[src/rtl/pattern_generator.sv]
// rtl/pattern_generator.sv - six-mode animated video test-pattern source, 2-clock pipeline
//
// Sits between the video timing generator and the DVI encoder. DE/HS/VS are
// delayed by two clocks so they stay aligned with the pixel pipeline.
// Mode and colour are captured only at frame start, so a frame is never torn.
//
// Ports:
//   i_clk    pixel clock
//   i_rstn   asynchronous active-low reset
//   i_de     data enable from timing generator
//   i_hs     hsync from timing generator
//   i_vs     vsync from timing generator (polarity set by VS_ACTIVE_HIGH)
//   i_x      pixel column, valid when i_de=1
//   i_y      pixel row, valid when i_de=1
//   i_mode   requested pattern, sampled at frame start
//   i_color  user BGR colour, sampled at frame start
//   o_de     i_de delayed 2 clocks
//   o_hs     i_hs delayed 2 clocks
//   o_vs     i_vs delayed 2 clocks
//   o_bgr    pixel, [23:16]=B [15:8]=G [7:0]=R; zero during blanking
module pattern_generator #(
  parameter int H_ACTIVE       = 640,
  parameter int V_ACTIVE       = 480,
  parameter int XW             = 10,
  parameter int YW             = 10,
  parameter int VS_ACTIVE_HIGH = 0,
  parameter int BOX_SIZE       = 32,
  parameter int BOX_STEP       = 2,
  parameter int CHECK_SHIFT    = 5
) (
  input  logic          i_clk,
  input  logic          i_rstn,
  input  logic          i_de,
  input  logic          i_hs,
  input  logic          i_vs,
  input  logic [XW-1:0] i_x,
  input  logic [YW-1:0] i_y,
  input  logic [2:0]    i_mode,
  input  logic [23:0]   i_color,
  output logic          o_de,
  output logic          o_hs,
  output logic          o_vs,
  output logic [23:0]   o_bgr
);

  localparam int   BAR_W   = H_ACTIVE / 8;
  localparam logic VS_IDLE = (VS_ACTIVE_HIGH != 0) ? 1'b0 : 1'b1;

  // ---------------------------------------------------------------------------
  // Frame start detection and per-frame state
  // ---------------------------------------------------------------------------
  logic          vs_prev;
  logic          fs;
  logic [2:0]    mode_q;
  logic [23:0]   color_q;
  logic [7:0]    frame_cnt;
  logic [XW-1:0] box_x, box_x_n;
  logic [YW-1:0] box_y, box_y_n;
  logic          dir_x_neg, dir_x_n;   // 0 = moving +, 1 = moving -
  logic          dir_y_neg, dir_y_n;

  assign fs = (i_vs != VS_IDLE) && (vs_prev == VS_IDLE);

  // Bounce logic: operands are widened by one bit so box+size+step cannot
  // wrap before being compared against the active width.
  always_comb begin
    box_x_n = box_x;
    dir_x_n = dir_x_neg;
    if (!dir_x_neg) begin
      if ({1'b0, box_x} + (XW+1)'(BOX_SIZE + BOX_STEP) > (XW+1)'(H_ACTIVE)) begin
        dir_x_n = 1'b1;
        box_x_n = box_x - XW'(BOX_STEP);
      end else begin
        box_x_n = box_x + XW'(BOX_STEP);
      end
    end else begin
      if (box_x < XW'(BOX_STEP)) begin
        dir_x_n = 1'b0;
        box_x_n = box_x + XW'(BOX_STEP);
      end else begin
        box_x_n = box_x - XW'(BOX_STEP);
      end
    end
  end

  always_comb begin
    box_y_n = box_y;
    dir_y_n = dir_y_neg;
    if (!dir_y_neg) begin
      if ({1'b0, box_y} + (YW+1)'(BOX_SIZE + BOX_STEP) > (YW+1)'(V_ACTIVE)) begin
        dir_y_n = 1'b1;
        box_y_n = box_y - YW'(BOX_STEP);
      end else begin
        box_y_n = box_y + YW'(BOX_STEP);
      end
    end else begin
      if (box_y < YW'(BOX_STEP)) begin
        dir_y_n = 1'b0;
        box_y_n = box_y + YW'(BOX_STEP);
      end else begin
        box_y_n = box_y - YW'(BOX_STEP);
      end
    end
  end

  always_ff @(posedge i_clk or negedge i_rstn) begin
    if (!i_rstn) begin
      vs_prev   <= VS_IDLE;
      mode_q    <= '0;
      color_q   <= '0;
      frame_cnt <= '0;
      box_x     <= '0;
      box_y     <= '0;
      dir_x_neg <= 1'b0;
      dir_y_neg <= 1'b0;
    end else begin
      vs_prev <= i_vs;
      if (fs) begin
        mode_q    <= i_mode;
        color_q   <= i_color;
        frame_cnt <= frame_cnt + 8'd1;
        box_x     <= box_x_n;
        box_y     <= box_y_n;
        dir_x_neg <= dir_x_n;
        dir_y_neg <= dir_y_n;
      end
    end
  end

  // ---------------------------------------------------------------------------
  // Stage 1: decode flags from the incoming coordinate. Mode, colour, frame
  // count and box position are captured here, so a pixel already in the pipe
  // when a frame start hits finishes with the settings it entered with.
  // ---------------------------------------------------------------------------
  logic       border_c, check_c, box_c;
  logic [2:0] bar_c;

  always_comb begin
    border_c = (i_x == '0) || (i_x == XW'(H_ACTIVE - 1)) ||
               (i_y == '0) || (i_y == YW'(V_ACTIVE - 1));
    check_c  = i_x[CHECK_SHIFT] ^ i_y[CHECK_SHIFT];
    box_c    = ({1'b0, i_x} >= {1'b0, box_x}) &&
               ({1'b0, i_x} <  {1'b0, box_x} + (XW+1)'(BOX_SIZE)) &&
               ({1'b0, i_y} >= {1'b0, box_y}) &&
               ({1'b0, i_y} <  {1'b0, box_y} + (YW+1)'(BOX_SIZE));
    // Bar index by threshold compare; columns past 8*BAR_W stay on bar 7.
    bar_c = 3'd0;
    for (int i = 1; i < 8; i++) begin
      if ({1'b0, i_x} >= (XW+1)'(i * BAR_W)) bar_c = 3'(i);
    end
  end

  logic        s1_de, s1_hs, s1_vs;
  logic [7:0]  s1_x8, s1_y8, s1_fcnt;
  logic [2:0]  s1_mode, s1_bar;
  logic [23:0] s1_color;
  logic        s1_border, s1_check, s1_box;

  always_ff @(posedge i_clk or negedge i_rstn) begin
    if (!i_rstn) begin
      s1_de     <= 1'b0;
      s1_hs     <= 1'b0;
      s1_vs     <= 1'b0;
      s1_x8     <= '0;
      s1_y8     <= '0;
      s1_fcnt   <= '0;
      s1_mode   <= '0;
      s1_bar    <= '0;
      s1_color  <= '0;
      s1_border <= 1'b0;
      s1_check  <= 1'b0;
      s1_box    <= 1'b0;
    end else begin
      s1_de     <= i_de;
      s1_hs     <= i_hs;
      s1_vs     <= i_vs;
      s1_x8     <= i_x[7:0];
      s1_y8     <= i_y[7:0];
      s1_fcnt   <= frame_cnt;
      s1_mode   <= mode_q;
      s1_bar    <= bar_c;
      s1_color  <= color_q;
      s1_border <= border_c;
      s1_check  <= check_c;
      s1_box    <= box_c;
    end
  end

  // ---------------------------------------------------------------------------
  // Stage 2: pixel mux
  // ---------------------------------------------------------------------------
  logic [23:0] pix;

  always_comb begin
    pix = 24'h000000;
    case (s1_mode)
      3'd0: pix = s1_border ? 24'hFFFFFF : 24'h000000;
      3'd1: pix = s1_color;
      3'd2: begin
        case (s1_bar)
          3'd0:    pix = 24'hFFFFFF;
          3'd1:    pix = 24'h00FFFF;
          3'd2:    pix = 24'hFFFF00;
          3'd3:    pix = 24'h00FF00;
          3'd4:    pix = 24'hFF00FF;
          3'd5:    pix = 24'h0000FF;
          3'd6:    pix = 24'hFF0000;
          default: pix = 24'h000000;
        endcase
      end
      3'd3: pix = s1_check ? 24'hFFFFFF : 24'h000000;
      3'd4: pix = {s1_fcnt, s1_y8, s1_x8};
      3'd5: pix = s1_box ? s1_color : 24'h000000;
      default: pix = 24'h000000;
    endcase
    if (!s1_de) pix = 24'h000000;
  end

  always_ff @(posedge i_clk or negedge i_rstn) begin
    if (!i_rstn) begin
      o_de  <= 1'b0;
      o_hs  <= 1'b0;
      o_vs  <= 1'b0;
      o_bgr <= '0;
    end else begin
      o_de  <= s1_de;
      o_hs  <= s1_hs;
      o_vs  <= s1_vs;
      o_bgr <= pix;
    end
  end

endmodule

[config.mk]
export PLATFORM = sky130hd
export DESIGN_NAME = pattern_generator
export DESIGN_NICKNAME = d
export VERILOG_FILES = /design/src/rtl/pattern_generator.sv
export SDC_FILE = /design/constraint.sdc
export NUM_CORES = 1
export LEC_CHECK = 0
export BUFFER_PORTS_ARGS = -buffer_cell sky130_fd_sc_hd__buf_2
export CAP_MARGIN = 20
export CORE_AREA = 2 2 132 134
export CTS_BUF_LIST = sky130_fd_sc_hd__clkbuf_8 sky130_fd_sc_hd__clkbuf_16
export CTS_CLUSTER_SIZE = 20
export DETAILED_ROUTE_END_ITERATION = 8
export DIE_AREA = 0 0 134 136
export GPL_TIMING_DRIVEN = 0
export PLACE_DENSITY = 0.58
export SLEW_MARGIN = 20
export SYNTH_ARGS = -nofsm -noshare
export SYNTH_HDL_FRONTEND = slang
export SYNTH_SLANG_ARGS = --single-unit
[constraint.sdc]
create_clock -name i_clk -period 2.62 [get_ports i_clk]
set_input_delay 0.393 -clock i_clk [delete_from_list [all_inputs] [get_ports i_clk]]
set_output_delay 0.393 -clock i_clk [all_outputs]
set_load 0.1 [all_outputs]
======== Yosys cells after proc, flatten, opt, wreduce, memory -nomap -nowiden ========
Index checks and enable logic that the tools add are counted.
word-level totals
  flip-flop bits (word level) ............. 145
operators by class
  muxes and demuxes ....................... 25
  order comparisons ....................... 15
  bitwise logic cells ..................... 2
  $add $sub $neg .......................... 9
  equality and inequality tests ........... 13
  reduce and logical (&&, ||, !) cells .... 11
operator list
  cell                   number
  $pmux 24 s7            1
  $pmux 24 s6            1
  $mux 24                4
  $mux 10                6
  $add 10x6->11 const B  4
  $ge 10x9->1 const B    3
  $lt 10x11->1           2
  $add 10x2->10 const B  2
  $ge 10x10->1           2
  $ge 10x8->1 const B    2
  $logic_not 10->1       2
  $lt 10x2->1 const B    2
  $sub 10x2->10 const B  2
  $mux 3                 6
  $eq 3x3->1 const B     5
  $eq 3x2->1 const B     4
  $gt 11x10->1 const B   1
  $gt 11x9->1 const B    1
  $eq 10x10->1 const B   1
  $eq 10x9->1 const B    1
  $ge 10x10->1 const B   1
  $ge 10x7->1 const B    1
  $add 8x1->8 const B    1
  $mux 1                 7
  other kinds (6)        13

======== Logic depth before layout (Yosys ltp) ========
Gate-level depths: netlist (run 1).
  depth in word-level cells ............... 8
  depth in mapped cells ................... 11
  depth with buffers taken out ............ 9

======== Worst setup path before layout (run 1) ========
Ideal clock, no wire load.
  kind .................................... reg-to-reg
  from .................................... reg box_x[5]
  to ...................................... reg box_x[7]
  data arrival time ....................... 2,365 ps
  path slack .............................. 168 ps
  path buffers ............................ 1
  required time ........................... 2,533 ps
  cell stages (with the launch flop) ...... 11
  library setup time ...................... 87 ps
  cells stage by stage .................... dfrtp_1 > buf_2 > inv_1 > ha_1 > a41oi_2 > or3_1 > a22oi_1 > a211oi_2 > or2_4 > a2111o_1 > o211ai_1
between the ends
  cells in the longest elaborated chain, start to end .. 4
ends and longest elaborated chain
  element                 line  source
  start, declared         57    logic [XW-1:0] box_x, box_x_n;
  start signal, assigned  122   box_x <= box_x_n;
  $add 10x6->11           70    if ({1'b0, box_x} + (XW+1)'(BOX_SIZE + BOX_STEP) > (XW+1)'(H_ACTIVE)) begin
  $gt 11x10->1            70
  $mux 10                 70
  $mux 10 (*)             69    if (!dir_x_neg) begin
Every way passes the cells marked *; elsewhere a longest branch is shown, timed or not.
A chain may end at the register's enable or synchronous reset.

======== Final worst setup path (run 1) ========
Ends and elaborated chain as after synthesis.

==> impl_metrics.ini, run 1 <==
[synth]
synth_cell_type_count = 67
ys_seq_area_share_pct = 54.3
yosysWarnings = 0
yosys-top-cells-area = dfrtp_1 (54%), ha_1 (7.8%), nand2_1 (6.3%), xnor2_1 (3.7%), a21oi_1 (3.0%)
synth_cells = 619
syn_avg_cell_area_um2 = 10.7
async_flop_share_pct = 100
ys_seq_elements = 143
synth_area_um2 = 6590
synth-edff-count = 0
synth_top_area_share_pct = 53.9
syn_nets = 712
ys.flop_type = dfrtp_1
yosys.area.top_type = dfrtp_1

[sta]
fin_crit_sh_pct = 96.0
finalMaxSlewViolations = 0
relSlewSlack_pct = 56.3
setup_viol = 0
whs_ns = 0.0815
finalHoldViolCount = 0
tightest_slew_ns = 0.656
min_period_ns = 2.52
fmax_mhz = 398
finClkSkew_ns = 0.00983

[detailed_routing]
vias = 4892
via_per_inst = 5.11
dr_wl_met2_um = 7390
routedWlPerCell_um = 16.1
drtAntennaViolNets = 0
dr.pass1.iters = 4
drt_iter0_markers = 282
totalWireLength_um = 15400
drc = 0
wl_met3_um = 561
met1Wirelength_um = 7180
highest_layer = met4

[setup_path]
criticalPathCategory = reg2reg
cp_max_fo = 9
crit_required_ns = 2.95
crit_slowest_cell = or3_4
critPathLaunch = box_x[5]
arrival_ns = 2.85
slowest_delay_ns = 0.42
crit_chain = buf_6, inv_4, ha_2, a41oi_4, or3_4, a22oi_2, a211oi_4, or2_4, a2111o_1, o211ai_1
cp-start-kind = register
cp-end-kind = register
rr_startpoint = box_x[5]

[global_route]
grt_pass1_vias = 4960
grt_pass1_wl_um = 25400
grtUsageTotal_pct = 17.9
grt_start_max_net_pins = 98
antenna_found_initial = 0
grt-ovfl-total = 0

[placement]
routabilityCongestion = 0.839
port_buffers = 78
place_inst = 923
dp_hpwl_um = 11100

[worst_hold_path]
hold_class = in2reg
worstHoldStart = i_hs

[finish]
layout.cells.non_filler = 958
n_antenna_cell = 0
syn2layout_area_growth_pct = 21.4
layout.nets = 814
drive_above_1_share_pct = 20.5

[floorplanning]
core_um2 = 16900
core.rowCount = 48
start_util_pct = 39.1
io_pins = 79
die_y_um = 136
die_area_um2 = 18200
dieWidth_um = 134

[run]
maxCapViolCount = 0

[clock_network]
numCtsBuffers = 17
cts_root_buf = clkbuf_16
clock_latency_ns = 0.41
cts_buffer_depth = 2
cts.sinks = 143
clk_pin_slew_ns = 0.06
cts_tree = built
htreeDepth = 4

[run_status]
outcome = finished, final reports clean

[power]
leakage_nw = 3.68
p_per_area_nw_per_um2 = 914
vdd_drop_max_uv = 524
p_total_mw = 7.32
cell type report:
class | instances | area [um2]
tap | 225 | 282
sequential | 143 | 3580
inverter | 25 | 96.3
multi-input combinational | 422 | 2880
clock inverter | 11 | 93.8
buffer | 29 | 138
clock buffer | 20 | 467
fill | 1565 | 8870
timing repair buffer | 83 | 460
cell usage in the layout, fill, tap and decap left out, types with 6 or more instances in the layout:
cell type,instances
a21oi_1,38
and3_1,7
nand2_1,110
nor4_1,6
nor3_1,12
mux2i_1,7
inv_1,25
nor2_1,11
a22oi_1,24
nand3_1,19
ha_1,38
a31oi_1,6
xnor2_1,28
nor2b_1,6
clkbuf_1,14
buf_1,6
dfrtp_1,138
buf_2,82
clkbuf_16,17
a21o_1,7
nand4_1,11
o21ai_0,14
worst max-delay path: cells and delay by family (launching register included):
| family | cells | cell delay [ns] |
|---|---|---|
| DFF | 1 | 0.41 |
| and+or+nand+nor | 2 | 0.70 |
| buffers and inverters | 2 | 0.24 |
| adders and majority gates | 1 | 0.19 |
| AOI/OAI and AO/OA | 5 | 0.91 |
cells by family (layout without fill, tap and decap cells):
| kind of cell | after synthesis | count (layout) | synth area share [%] |
|---|---|---|---|
| and+or+nand+nor | 204 | 204 | 14.8 |
| DFF | 143 | 143 | 54.3 |
| AOI/OAI and AO/OA | 134 | 134 | 13.6 |
| buffers and inverters | 54 | 168 | 3.36 |
| adders and majority gates | 42 | 42 | 7.93 |
| xor gates and xnor gates | 33 | 33 | 4.50 |
| muxes | 9 | 9 | 1.46 |
metrics by stage:
stage	setup WS (ns)	cell area (um2)	util (%)	setup TNS, ns
final	0.104	8000	47.4	0
after global routing	-0.0106	8000	47.4	-0.0106
after CTS	0.00442	7890	46.7	0
after detailed placement	-0.0750	7300	43.3	-0.209
after global placement	-0.798	7270	43.1	-111.67
after floorplan	0.168	6590	-	0
flip-flops by register name (all words and copies together), names as in the netlist, 3 cells and up:
signal,flops
color_q,24
o_bgr,24
s1_color,24
box_x,9
box_y,9
frame_cnt,8
s1_fcnt,8
s1_x8,8
s1_y8,8
mode_q,3
s1_bar,3
s1_mode,3
synthesized netlist by cell type (5+ instances only):
master and n:
buf_2 6, dfrtp_1 142, ha_1 41, o21ai_0 14
xnor2_1 28, nand4_1 11, nor4_1 6, a31oi_1 6
mux2i_1 7, o21ai_1 5, and3_1 7, clkbuf_1 14
or3_1 5, nand2_1 110, a21o_1 7, inv_1 23
nor2_1 11, nor3_1 12, a22oi_1 25, nand3_1 19
buf_1 7, o31ai_1 5, a21oi_1 39, o211ai_1 5
nor2b_1 6
layer usage:
layer	vias up	GRT usage, %
li1	2392	-
met1	2372	23.5
met2	106	29.2
met3	22	3.80
met4	0	6.86
met5	-	0
power by group:
part / leakage, nW / switching (mW) / internal, mW
combinational: 1.63 / 1.38 / 0.818
clock: 0.274 / 0.895 / 1.37
sequential: 1.78 / 0.286 / 2.57
final timing paths:
| kind | endpoint | slack, ns | cells after the start |
|---|---|---|---|
| min reg2reg | o_hs | 0.35 | 0 |
| min | s1_hs | 0.08 | 1 |
| max in group asynchronous | s1_fcnt[4] | 1.37 | 3 |
| max | box_x[7] | 0.10 | 10 |
| max reg2reg | box_x[7] | 0.10 | 10 |
| min in group asynchronous | box_y[8] | 0.47 | 2 |
repair_timing:
item | 4_1_cts | 5_1_grt
hold buffers | 1 | 0
hold endpoints to repair | 45 | 0
gates resized for setup | 4 | 22
gates cloned | 0 | 0
setup endpoints to repair | 7 | 10
buffers inserted | 0 | 3
pin swaps | 0 | 7
Power figures use the tool's default switching activity.
==> run 2: changes to the inputs <==
--- a/config.mk
+++ b/config.mk
@@ -5,7 +5,7 @@
 export SDC_FILE = /design/constraint.sdc
 export NUM_CORES = 1
 export LEC_CHECK = 0
-export BUFFER_PORTS_ARGS = -buffer_cell sky130_fd_sc_hd__buf_2
+export BUFFER_PORTS_ARGS = -buffer_cell sky130_fd_sc_hd__buf_4
 export CAP_MARGIN = 20
 export CORE_AREA = 2 2 132 134
 export CTS_BUF_LIST = sky130_fd_sc_hd__clkbuf_8 sky130_fd_sc_hd__clkbuf_16
==> run 2 against run 1 <==
Net effect:
- register-to-register slack lost 0.04 ns
- final cell count grew 0.31%
- via count grew 1.8%
- critical endpoint unchanged
- sequential power barely moved
- clock power grew 4%
- total power rose by 2.0%
- critical path depth stayed put
==> impl_metrics.ini, run 2 (synthesis results as in run 1) <==
[run_status]
outcome = finished, final reports clean

[setup_path]
arrival_ns = 2.89
slowest_delay_ns = 0.42
cp-end-kind = register
cp-start-kind = register
crit_required_ns = 2.95
crit_slowest_cell = or3_4
cp_max_fo = 9
crit_chain = buf_6, inv_2, ha_4, a41oi_4, or3_4, a22oi_2, a211oi_4, or2_4, a2111o_1, o211ai_1
criticalPathCategory = reg2reg

[placement]
dp_hpwl_um = 11300
routabilityCongestion = 0.839
placed_cell_area_um2 = 7500
port_buffers = 78
post-place-ws_ns = -0.0797

[finish]
regArea_um2 = 3580
layout_commonest_cell = dfrtp_1
layout.nets = 817
fillers = 1559
multiInputGateArea_um2 = 2870
n_antenna_cell = 0
reg_top3 = color_q x24, o_bgr x24, s1_color x24
drive_above_1_share_pct = 20.7
final_util_pct = 48.7
syn2layout_area_growth_pct = 24.6
mostFrequentLayoutCells = dfrtp_1 (141), nand2_1 (110), buf_4 (84), ha_1 (39), a21oi_1 (38)
stdcell_area_um2 = 8220

[power]
power.switching_mw = 2.61
seq_power_share_pct = 38.3
p_per_area_nw_per_um2 = 908
p_total_mw = 7.46
vdd_drop_max_uv = 588
comb_power_share_pct = 30.2
leakage_nw = 3.76
power_switching_share_pct = 34.9
power_frac_clock_pct = 31.6
p_int_mw = 4.86

[clock_network]
htreeDepth = 4
clock_latency_ns = 0.41
numCtsBuffers = 17
clk_pin_slew_ns = 0.06
cts_root_buf = clkbuf_16
cts_tree = built
cts.sinks = 143
cts_buffer_depth = 2

[floorplanning]
start_util_pct = 39.1
die_y_um = 136
die_area_um2 = 18200
core.rowCount = 48
core_um2 = 16900
dieWidth_um = 134
io_pins = 79

[sta]
finalHoldViolCount = 0
fmax_mhz = 391
tightest_slew_ns = 0.704
fin_setup_tns_ns = 0
min_period_ns = 2.56
finalMaxSlewViolations = 0
layout_setup_ws_ns = 0.0607
relSlewSlack_pct = 53.1
setup_viol = 0
fin_crit_sh_pct = 97.7
finClkSkew_ns = 0.00890

[global_route]
grt_start_max_net_pins = 108
grt_pass1_vias = 4943
grt_pass1_wl_um = 25800
grt-ovfl-total = 0
grtUsageTotal_pct = 18.3
antenna_found_initial = 0

[detailed_routing]
drt_iter0_markers = 250
dr.pass1.iters = 5
totalWireLength_um = 15900
drc = 0
drtAntennaViolNets = 0
routedWlPerCell_um = 16.6
vias = 4979
via_per_inst = 5.18

[run]
maxCapViolCount = 0

[worst_hold_path]
hold_class = in2reg
==> run 2: changes by cell type in the layout (fill, tap and decap cells not counted), moves of 3 or more <==
cell and delta:
buf_2 -78, buf_4 +79, dfrtp_1 +3, dfrtp_2 -3, inv_6 +3
==> run 2: layout make-up <==
type | instances | share of cell area, %
repair buffers | 86 | 8.27
plain buffers | 29 | 1.69
clock inverters | 13 | 1.67
inverters | 25 | 1.14
clock buffers | 18 | 5.34
flip-flops and latches | 143 | 43.6
multi-input cells | 422 | 34.9
well taps | 225 | 3.43
==> run 2: critical path: cells and delay by family (launching register included) <==
kind	cells	cell delay [ns]
DFF	1	0.40
AOI/OAI and AO/OA	5	0.93
adders and majority gates	1	0.16
and+or+nand+nor	2	0.71
buffers and inverters	2	0.28
==> run 2: through the flow <==
step | hold slack (ns) | cells
finish | 0.0831 | 961
global route | 0.0557 | 961
CTS | 0.0662 | 957
detailed placement | 0.293 | 923
global placement | 0.335 | 922
floorplan | 0.0974 | 619
==> run 2: path summary, 6_finish.rpt <==
kind | to | depth (start not counted) | slack [ns] | startpoint
min in group asynchronous | box_y[8] | 2 | 0.43 | i_rstn
setup reg to reg | box_x[7] | 10 | 0.06 | box_x[5]
setup / recovery | box_x[7] | 10 | 0.06 | box_x[5]
hold / removal | s1_hs | 1 | 0.08 | i_hs
max in group asynchronous | s1_y8[3] | 3 | 1.37 | i_rstn
hold reg to reg | o_hs | 0 | 0.35 | s1_hs
==> run 2: layer usage <==
layer	GRT usage, %	vias to the layer above	part of all wire, %
li1	-	2398	-
met1	24.4	2452	46
met2	30.1	106	49
met3	3.88	23	3.7
met4	6.09	0	1.7
met5	0	-	0
==> run 2: repair_timing <==
item,4_1_cts,5_1_grt
gates resized for setup,7,14
hold endpoints to repair,35,0
setup buffers,1,4
pin swaps,1,6
endpoints found under the setup margin,9,22
hold buffers,1,0
cloned,1,0
==> run 2: power groups by stage <==
stage / sequential [mW] / clock [mW] / combinational, mW
2_1_floorplan: 3.07 / 0 / 1.32
3_3_place_gp: 2.86 / 0 / 2.07
3_5_place_dp: 2.88 / 0 / 2.15
4_1_cts: 2.85 / 2.40 / 2.19
5_1_grt: 2.90 / 2.52 / 2.48
6_report: 2.86 / 2.35 / 2.25
